`src/rtl/data_mem_arbiter.sv`:
```
// data_mem_arbiter: two-port round-robin controller for a byte-wide,
// single-ported data memory. Multi-byte accesses are serialised one byte
// per cycle, most significant byte at the lowest address.
module data_mem_arbiter #(
    parameter int DEPTH  = 256,
    parameter int ADDR_W = 8
) (
    input  logic              clk_i,
    input  logic              reset_i,
    // port 0: pipeline MEM stage
    input  logic              p0_req_i,
    input  logic              p0_we_i,
    input  logic [1:0]        p0_size_i,
    input  logic [31:0]       p0_addr_i,
    input  logic [31:0]       p0_wdata_i,
    output logic              p0_ack_o,
    output logic              p0_err_o,
    output logic [31:0]       p0_rdata_o,
    // port 1: debug / loader
    input  logic              p1_req_i,
    input  logic              p1_we_i,
    input  logic [1:0]        p1_size_i,
    input  logic [31:0]       p1_addr_i,
    input  logic [31:0]       p1_wdata_i,
    output logic              p1_ack_o,
    output logic              p1_err_o,
    output logic [31:0]       p1_rdata_o,
    // byte memory
    output logic [ADDR_W-1:0] mem_addr_o,
    output logic              mem_we_o,
    output logic [7:0]        mem_wdata_o,
    input  logic [7:0]        mem_rdata_i,
    output logic              busy_o
);

    typedef enum logic [1:0] {IDLE, XFER, RTAIL, DONE} state_t;

    state_t              state_q, state_d;
    logic                gnt_q;      // port currently being served
    logic                last_q;     // port granted most recently
    logic                we_q;
    logic                err_q;
    logic [2:0]          n_q;        // transfer length in bytes: 1, 2 or 4
    logic [1:0]          cnt_q;      // byte index within the transfer
    logic [ADDR_W-1:0]   addr_q;
    logic [31:0]         wdata_q;
    logic [31:0]         rdata_q;

    logic                req_any;
    logic                sel;
    logic                sel_we;
    logic [1:0]          sel_size;
    logic [31:0]         sel_addr;
    logic [31:0]         sel_wdata;
    logic [2:0]          sel_n;
    logic [32:0]         sel_end;
    logic                sel_err;
    logic                xfer_last;
    logic [1:0]          byte_idx;

    assign req_any = p0_req_i | p1_req_i;

    // Pick a port (round-robin on a tie) and decode its request fields
    always_comb begin
        sel = 1'b0;
        if (p0_req_i && p1_req_i) begin
            sel = ~last_q;
        end else if (p1_req_i) begin
            sel = 1'b1;
        end
        sel_we    = sel ? p1_we_i    : p0_we_i;
        sel_size  = sel ? p1_size_i  : p0_size_i;
        sel_addr  = sel ? p1_addr_i  : p0_addr_i;
        sel_wdata = sel ? p1_wdata_i : p0_wdata_i;
        case (sel_size)
            2'b00:   sel_n = 3'd1;
            2'b01:   sel_n = 3'd2;
            default: sel_n = 3'd4;
        endcase
        // widened so an address near 2^32 cannot wrap back into range
        sel_end = {1'b0, sel_addr} + 33'(sel_n) - 33'd1;
        sel_err = (sel_size == 2'b11)
                | ((sel_size == 2'b01) && sel_addr[0])
                | ((sel_size == 2'b10) && (sel_addr[1:0] != 2'b00))
                | (sel_end >= 33'(DEPTH));
    end

    assign xfer_last = ({1'b0, cnt_q} == (n_q - 3'd1));
    assign byte_idx  = 2'(n_q - 3'd1 - {1'b0, cnt_q});

    // State register
    always_ff @(posedge clk_i) begin
        if (reset_i) begin
            state_q <= IDLE;
        end else begin
            state_q <= state_d;
        end
    end

    // Next state and all outputs, decoded from registered state only
    always_comb begin
        state_d     = state_q;
        busy_o      = (state_q != IDLE);
        mem_addr_o  = '0;
        mem_we_o    = 1'b0;
        mem_wdata_o = '0;
        p0_ack_o    = 1'b0;
        p0_err_o    = 1'b0;
        p0_rdata_o  = '0;
        p1_ack_o    = 1'b0;
        p1_err_o    = 1'b0;
        p1_rdata_o  = '0;
        case (state_q)
            IDLE: begin
                if (req_any) begin
                    state_d = sel_err ? DONE : XFER;
                end
            end
            XFER: begin
                mem_addr_o = addr_q + ADDR_W'(cnt_q);
                mem_we_o   = we_q;
                if (we_q) begin
                    mem_wdata_o = wdata_q[{byte_idx, 3'b000} +: 8];
                end
                if (xfer_last) begin
                    state_d = we_q ? DONE : RTAIL;
                end
            end
            RTAIL: begin
                state_d = DONE;
            end
            DONE: begin
                if (gnt_q) begin
                    p1_ack_o   = 1'b1;
                    p1_err_o   = err_q;
                    p1_rdata_o = rdata_q;
                end else begin
                    p0_ack_o   = 1'b1;
                    p0_err_o   = err_q;
                    p0_rdata_o = rdata_q;
                end
                state_d = IDLE;
            end
            default: state_d = IDLE;
        endcase
    end

    // Request latch, byte counter, read assembly and grant history
    always_ff @(posedge clk_i) begin
        if (reset_i) begin
            gnt_q   <= 1'b0;
            last_q  <= 1'b1;
            we_q    <= 1'b0;
            err_q   <= 1'b0;
            n_q     <= 3'd1;
            cnt_q   <= '0;
            addr_q  <= '0;
            wdata_q <= '0;
            rdata_q <= '0;
        end else begin
            case (state_q)
                IDLE: begin
                    if (req_any) begin
                        gnt_q   <= sel;
                        we_q    <= sel_we;
                        err_q   <= sel_err;
                        n_q     <= sel_n;
                        cnt_q   <= '0;
                        addr_q  <= sel_addr[ADDR_W-1:0];
                        wdata_q <= sel_wdata;
                        rdata_q <= '0;
                    end
                end
                XFER: begin
                    cnt_q <= cnt_q + 2'd1;
                    // memory data lags the address by one cycle
                    if (!we_q && (cnt_q != 2'd0)) begin
                        rdata_q <= {rdata_q[23:0], mem_rdata_i};
                    end
                end
                RTAIL: begin
                    rdata_q <= {rdata_q[23:0], mem_rdata_i};
                end
                DONE: begin
                    last_q <= gnt_q;
                end
                default: ;
            endcase
        end
    end

endmodule

```
`config.mk`:
```
export PLATFORM = sky130hd
export DESIGN_NAME = data_mem_arbiter
export DESIGN_NICKNAME = d
export VERILOG_FILES = /design/src/rtl/data_mem_arbiter.sv
export SDC_FILE = /design/constraint.sdc
export NUM_CORES = 1
export LEC_CHECK = 0
export ABC_AREA = 1
export CAP_MARGIN = 20
export CELL_PAD_IN_SITES_DETAIL_PLACEMENT = 1
export CELL_PAD_IN_SITES_GLOBAL_PLACEMENT = 1
export CORE_AREA = 5 5 107 210
export DETAILED_ROUTE_END_ITERATION = 7
export DIE_AREA = 0 0 112 215
export DONT_BUFFER_PORTS = 1
export GPL_TIMING_DRIVEN = 0
export PLACE_DENSITY = 0.69
export REMOVE_ABC_BUFFERS = 1
export SLEW_MARGIN = 10
export SYNTH_ARGS = -nofsm -noshare
export SYNTH_HDL_FRONTEND = slang
export SYNTH_SLANG_ARGS = --single-unit
```
`constraint.sdc`:
```
create_clock -name clk_i -period 8.2 [get_ports clk_i]
set_clock_uncertainty 0.05 [all_clocks]
set_input_delay 1.23 -clock clk_i [delete_from_list [all_inputs] [get_ports clk_i]]
set_output_delay 1.23 -clock clk_i [all_outputs]
set_load 0.05 [all_outputs]
```
==> results of run 1 <==
kinds of logic after synthesis:
family,count (synthesis),synth area share (%)
AND/OR/NAND/NOR,584,35.3
flip-flops,83,23.4
AO/OA/AOI/OAI,258,20.5
buffers and inverters,228,12.1
XOR/XNOR,2,0.246
adder cells (fa/ha/maj),45,8.13
multiplexers,2,0.282
power by group:
part,switching [mW],internal [mW],leakage (nW),total (mW)
logic,0.931,0.422,2.81,1.35
registers,0.0838,0.563,0.686,0.646
clock network,0.182,0.213,0.137,0.395
sequential cells by signal (all words and copies together), names as in the netlist:
name,flops
wdata_q,32
we_q,1
rdata_q,32
addr_q,8
last_q,1
gnt_q,1
err_q,1
cnt_q,2
state_q,2
n_q,3
path summary, 6_finish.rpt:
check	from	to	slack, ps	cells past startpoint
min reg2reg	rdata_q[30]$_SDFFE_PP0P_	rdata_q[30]$_SDFFE_PP0P_	440	2
max	p0_req_i	err_q$_SDFFE_PP0P_	2900	27
min	rdata_q[30]$_SDFFE_PP0P_	rdata_q[30]$_SDFFE_PP0P_	440	2
max reg2reg	last_q$_SDFFE_PP1P_	err_q$_SDFFE_PP0P_	3460	27
critical path, delay by kind of cell:
kind / cells / cell delay (ps)
buf+inv: 6 / 1230
fa+ha+maj: 3 / 760
simple gates: 17 / 2140
compound gates: 1 / 80
cell usage after synthesis, types with 7 or more instances:
| cell | n |
|---|---|
| sky130_fd_sc_hd__nand2_1 | 335 |
| sky130_fd_sc_hd__inv_1 | 168 |
| sky130_fd_sc_hd__nor2_1 | 123 |
| sky130_fd_sc_hd__o21ai_0 | 94 |
| sky130_fd_sc_hd__dfxtp_1 | 83 |
| sky130_fd_sc_hd__a21oi_1 | 77 |
| sky130_fd_sc_hd__ha_1 | 43 |
| sky130_fd_sc_hd__a31oi_1 | 42 |
| sky130_fd_sc_hd__clkbuf_1 | 41 |
| sky130_fd_sc_hd__nand3_1 | 37 |
| sky130_fd_sc_hd__a211oi_1 | 32 |
| sky130_fd_sc_hd__or2_2 | 26 |
| sky130_fd_sc_hd__nand2_2 | 15 |
| sky130_fd_sc_hd__nand3b_1 | 14 |
| sky130_fd_sc_hd__nand4_1 | 9 |
| sky130_fd_sc_hd__nor3_1 | 7 |
stage by stage:
step	setup slack, ps	total power [mW]
floorplan	3740	1.62
global placement	2540	1.91
detailed placement	2380	1.99
CTS	2740	2.40
global route	2270	2.64
finish	2900	2.39
metal layers:
metal,vias up,GRT usage (%)
met5,-,0
met4,0,3.53
met3,21,3.38
met2,185,32.0
met1,3413,23.2
li1,3818,-
cell type report:
cell class,count,area (sq um)
fillers,2792,13000
well taps,269,337
flip-flops and latches,83,1660
clock buffers,9,225
repair buffers,15,200
multi-input cells,891,4590
inverters,177,666
clock inverters,7,63.8
==> impl_metrics.tcl, run 1 <==
set metrics [dict create \
    max-cap-violations 0 \
    grt_max_degree 71 \
    critPathSlowestCell "sky130_fd_sc_hd__inv_2" \
    met2_layer_wire_length_in_the_routed_design_mm 10.9 \
    detailedRoute.firstIterationViolations 254 \
    max_freq_mhz 189 \
    floorplan.initialDensity_pct 34.3 \
    required_ps 8380 \
    dpl-instance-area_sq_mm 0.00741 \
    groute.usage.overall_pct 18.2 \
    most-common-layout-cells "sky130_fd_sc_hd__nand2_1, sky130_fd_sc_hd__inv_1, sky130_fd_sc_hd__nor2_1, sky130_fd_sc_hd__o21ai_0, sky130_fd_sc_hd__dfxtp_1" \
    clock_insertion_delay_worst_skew_ps 340 \
    detail_route.vias_per_cell 5.13 \
    grt_pass1_wl_mm 37.3 \
    final_cells 1451 \
    final-hold-violation-count 0 \
    grt_pass1_vias 7697 \
    max-slew-margin-rel_pct 25.9 \
    cts_post_setup_buffers_inserted 0 \
    fin_worst_hold_slack_ps 439 \
    wirelength_mm 22.4 \
    insertedDiodeCount 0 \
    die_span_in_y_microns 215 \
    timing.critical_path.fanout_max 70 \
    cts_sinks 83 \
    clockBufferDepth 2 \
    layout_nets 1368 \
    synth_top_cell_area_share_pct 23.4 \
    globalplace.congestion 0.857 \
    setup_viol 0 \
    cp_data_arrival_time_ps 5480 \
    drc 0 \
    post-route-util_pct 37.3 \
    tritoncts.num_buffers 9 \
    antenna_violations_before_repair 0 \
    ys_warn_count 0 \
    result_of_the_run "complete, no violations" \
    final_min_period_ps 5300 \
    grt.overflow.total 0 \
    ctsHoldBuffers 0 \
    row_count 75 \
    ant_nets 0 \
    worst-slew-pin-transition_ps 1110 \
    synth_top_area_cell "sky130_fd_sc_hd__dfxtp_1" \
    m1WireLength_mm 10.2 \
    dieArea_sq_mm 0.0241 \
    grt_setup_unrepaired "false" \
    yosysSeqAreaShare_pct 23.4 \
    via_count 7437 \
    clock_tree_root_buffer_cell "sky130_fd_sc_hd__clkbuf_16" \
    drive_above_1_share_pct 8.46 \
    wire_per_inst_microns 15.4 \
    path_class "input pin to flip-flop" \
    critPathMostFrequentCell "sky130_fd_sc_hd__nand2_1" \
    critical-path-max-stage-delay_ps 880 \
    ys_dominant_reg_cell "sky130_fd_sc_hd__dfxtp_1" \
    slew_viol_final 0 \
    synth-edff-count 0 \
    post_synth.cell_area_avg_sq_um 5.91 \
    synthesis.instances 1202 \
    htree_num_levels 3 \
    stdcell_area_sq_mm 0.00774 \
    final_common_cell "sky130_fd_sc_hd__nand2_1" \
    peakVddDrop_mv 0.231 \
    drt-pass1-iter-count 4 \
    crit_path_end_kind "flip-flop" \
    timing.hold.worst.class "flip-flop to flip-flop" \
    detailedPlacementHpwl_mm 17.7 \
    synth_async_sr_flop_share_pct 0 \
    route.top_layer_used "met4" \
    synthToLayoutAreaGrowth_pct 8.92 \
    power.density_cell_area_mw_per_mm2 309 \
    tns_ps 0 \
    cts_resized 0 \
    synth_top_cells_by_area "sky130_fd_sc_hd__dfxtp_1, sky130_fd_sc_hd__nand2_1, sky130_fd_sc_hd__inv_1" \
    die_w_microns 112 \
    count_of_placed_standard_cells_including_taps 1433 \
    synth.distinct_cells 38 \
    coreArea_sq_mm 0.0207 \
    start_kind "input pin" \
    met3RoutedLength_mm 1.04 \
    postSynthRegisterBits 83 \
    post-route-period-util_pct 64.6 \
    cts_tree "yes" \
    top_level_ports 232 \
    buffer_ports.inserted 0 \
    power.leakage_nw 3.63 \
    synth.cell_area_sq_mm 0.00711 \
    clkSlewWorstSetupHoldPaths_ps 70 \
]
No activity file was read; power rests on OpenSTA's default activity.
==> run 2, diff against run 1 <==
Clock period 8.2 ns to 5.09 ns, I/O delays scaled along.
==> run 2 against run 1 <==
  * Clock power rose by 61%
  * Setup slack worse by 2300 ps
  * Core utilization about the same
  * Sequential cell count is the same
  * Combinational power rose by 61%
  * Worst hold slack about the same
  * Non-clock buffer count unchanged
  * Critical path type unchanged
  * Largest power group unchanged
==> impl_metrics.tcl, run 2 (synthesis gave the netlist of run 1 again) <==
set metrics [dict create \
    result_of_the_run "complete, no violations" \
    layout_nets 1368 \
    grt.overflow.total 0 \
    htree_num_levels 3 \
    clockBufferDepth 2 \
    row_count 75 \
    die_w_microns 112 \
    hold_path_startpoint "rdata_q[30]$_SDFFE_PP0P_" \
    max-slew-margin-rel_pct 26.1 \
    cts_post_setup_buffers_inserted 0 \
    slew_viol_final 0 \
    via_count 7439 \
    wire_per_inst_microns 15.4 \
    hold_path_depth 2 \
    tritoncts.num_buffers 9 \
    drive_above_1_share_pct 8.46 \
    grt_setup_unrepaired "false" \
    antenna_violations_before_repair 0 \
    ant_nets 0 \
    power.leakage_nw 3.63 \
    r2r_end "err_q$_SDFFE_PP0P_" \
    area_occupied_by_multi_input_gates_sq_mm 0.00459 \
    dieArea_sq_mm 0.0241 \
    final-hold-violation-count 0 \
    timing.hold.worst.class "flip-flop to flip-flop" \
    layout.filler_cells 2791 \
    grt_max_degree 71 \
    cpLargestDelayFamily "simple AND/OR/NAND/NOR gates" \
    grt_pass1_wl_mm 37.3 \
    final_common_cell "sky130_fd_sc_hd__nand2_1" \
    globalplace.congestion 0.857 \
    regToRegStartpoint "last_q$_SDFFE_PP1P_" \
    grt_pass1_vias 7697 \
    groute.usage.overall_pct 18.2 \
    length_in_cells_of_the_worst_reg_to_reg_path 27 \
    start_kind "input pin" \
    wirelength_mm 22.4 \
    drt-pass1-iter-count 4 \
    most-common-layout-cells "sky130_fd_sc_hd__nand2_1, sky130_fd_sc_hd__inv_1, sky130_fd_sc_hd__nor2_1, sky130_fd_sc_hd__o21ai_0, sky130_fd_sc_hd__dfxtp_1" \
    clkSlewWorstSetupHoldPaths_ps 70 \
    max-cap-violations 0 \
    buffer_ports.inserted 0 \
    clock_insertion_delay_worst_skew_ps 340 \
    clock_tree_root_buffer_cell "sky130_fd_sc_hd__clkbuf_16" \
    critPathMostFrequentCell "sky130_fd_sc_hd__nand2_1" \
    ff_latch_area_sq_mm 0.00166 \
    cts_tree "yes" \
    drc 0 \
    critical-path-max-stage-delay_ps 530 \
    cp_data_arrival_time_ps 4630 \
    synthToLayoutAreaGrowth_pct 8.99 \
    power.density_cell_area_mw_per_mm2 498 \
    insertedDiodeCount 0 \
    path_class "input pin to flip-flop" \
    largestRegisters "rdata_q x32, wdata_q x32, addr_q x8" \
    fin_worst_hold_slack_ps 439 \
    floorplan.initialDensity_pct 34.3 \
    final_min_period_ps 4450 \
    max_freq_mhz 225 \
    post-route-period-util_pct 87.4 \
    preCtsSetupSlack_ps -259 \
    peakVddDrop_mv 0.372 \
    top_level_ports 232 \
    timing.critical_path.fanout_max 70 \
    die_span_in_y_microns 215 \
    crit_path_end_kind "flip-flop" \
    worst-slew-pin-transition_ps 1110 \
    regToRegSetupSlack_ps 740 \
    fin_worst_setup_slack_ps 642 \
    coreArea_sq_mm 0.0207 \
    setup_viol 0 \
    detailedPlacementHpwl_mm 17.7 \
    required_ps 5270 \
    whs_endpoint "rdata_q[30]$_SDFFE_PP0P_" \
    detailedRoute.firstIterationViolations 254 \
    critPathSlowestCell "sky130_fd_sc_hd__inv_6" \
    detail_route.vias_per_cell 5.13 \
    timing.critical_path.buf_inv 6 \
    cts_sinks 83 \
]
-- run 2: cell counts in the layout (fill, tap and decap cells not counted) --
Identical to the previous run, type by type.
-- run 2: stage by stage --
| stage | instance area, sq um | utilization, % | setup TNS [ps] | total power [mW] | cells |
|---|---|---|---|---|---|
| 6_report | 7750 | 37.4 | 0 | 3.86 | 1451 |
| 4_1_cts | 7700 | 37.1 | 0 | 3.87 | 1449 |
| 3_5_place_dp | 7410 | 35.7 | -510 | 3.21 | 1433 |
| 3_3_place_gp | 7250 | 35.0 | -135 | 3.07 | 1420 |
| 2_1_floorplan | 6910 | - | 0 | 2.61 | 1151 |
| 5_1_grt | 7750 | 37.4 | 0 | 4.26 | 1451 |
-- run 2: where the power goes --
group          leakage [nW]  internal (mW)  switching (mW)
registers             0.686          0.906           0.135
logic                  2.80          0.679            1.50
clock network         0.137          0.343           0.293
-- run 2: metal layers --
layer / routed length, microns / GRT usage, % / vias up / share of wire (%)
met4: 254 / 3.53 / 0 / 1.1
met2: 11000 / 32.0 / 186 / 49
met1: 10100 / 23.2 / 3414 / 45
met3: 1060 / 3.38 / 20 / 4.7
met5: 0 / 0 / - / 0
li1: - / - / 3819 / -
-- run 2: worst max path at each step --
stage                                     to  cells past startpoint  startpoint
after global routing      err_q$_SDFFE_PP0P_                     27    p0_req_i
final                     err_q$_SDFFE_PP0P_                     27    p0_req_i
after CTS                 err_q$_SDFFE_PP0P_                     27    p0_req_i
after detailed placement  err_q$_SDFFE_PP0P_                     27    p0_req_i
after global placement    err_q$_SDFFE_PP0P_                     27    p0_req_i
after floorplan           err_q$_SDFFE_PP0P_                     27    p0_req_i
-- run 2: worst reg2reg max path, stage by stage (launching register included) --
cell and delay (ps):
sky130_fd_sc_hd__dfxtp_1 320, sky130_fd_sc_hd__nand2_2 110, sky130_fd_sc_hd__nand2_4 410, sky130_fd_sc_hd__inv_6 540, sky130_fd_sc_hd__nand2_1 100, sky130_fd_sc_hd__nand2_1 140
sky130_fd_sc_hd__inv_1 80, sky130_fd_sc_hd__ha_1 190, sky130_fd_sc_hd__inv_1 50, sky130_fd_sc_hd__ha_1 190, sky130_fd_sc_hd__inv_1 80, sky130_fd_sc_hd__fa_1 380
sky130_fd_sc_hd__inv_1 110, sky130_fd_sc_hd__nand2_1 60, sky130_fd_sc_hd__nand2_1 60, sky130_fd_sc_hd__nand3_1 120, sky130_fd_sc_hd__nand2_2 150, sky130_fd_sc_hd__nand3_2 90
sky130_fd_sc_hd__nand2_1 120, sky130_fd_sc_hd__nand2_1 100, sky130_fd_sc_hd__nand2_1 80, sky130_fd_sc_hd__nand2_1 50, sky130_fd_sc_hd__nand2_1 60, sky130_fd_sc_hd__nand3_1 140
sky130_fd_sc_hd__nor2_2 250, sky130_fd_sc_hd__nand3_2 110, sky130_fd_sc_hd__o211ai_2 80, sky130_fd_sc_hd__inv_2 30
-- run 2: area by class of cell --
| type | instances | area share [%] |
|---|---|---|
| multi-input cells | 891 | 59.2 |
| repair buffers | 15 | 2.58 |
| inverters | 177 | 8.65 |
| clock buffers | 9 | 2.91 |
| clock inverters | 7 | 0.824 |
| flip-flops and latches | 83 | 21.4 |
| well taps | 269 | 4.34 |
-- run 2: what timing repair did --
action,4_1_cts,5_1_grt
resized for setup,0,3
hold buffers,0,0
endpoints found under the setup margin,0,2
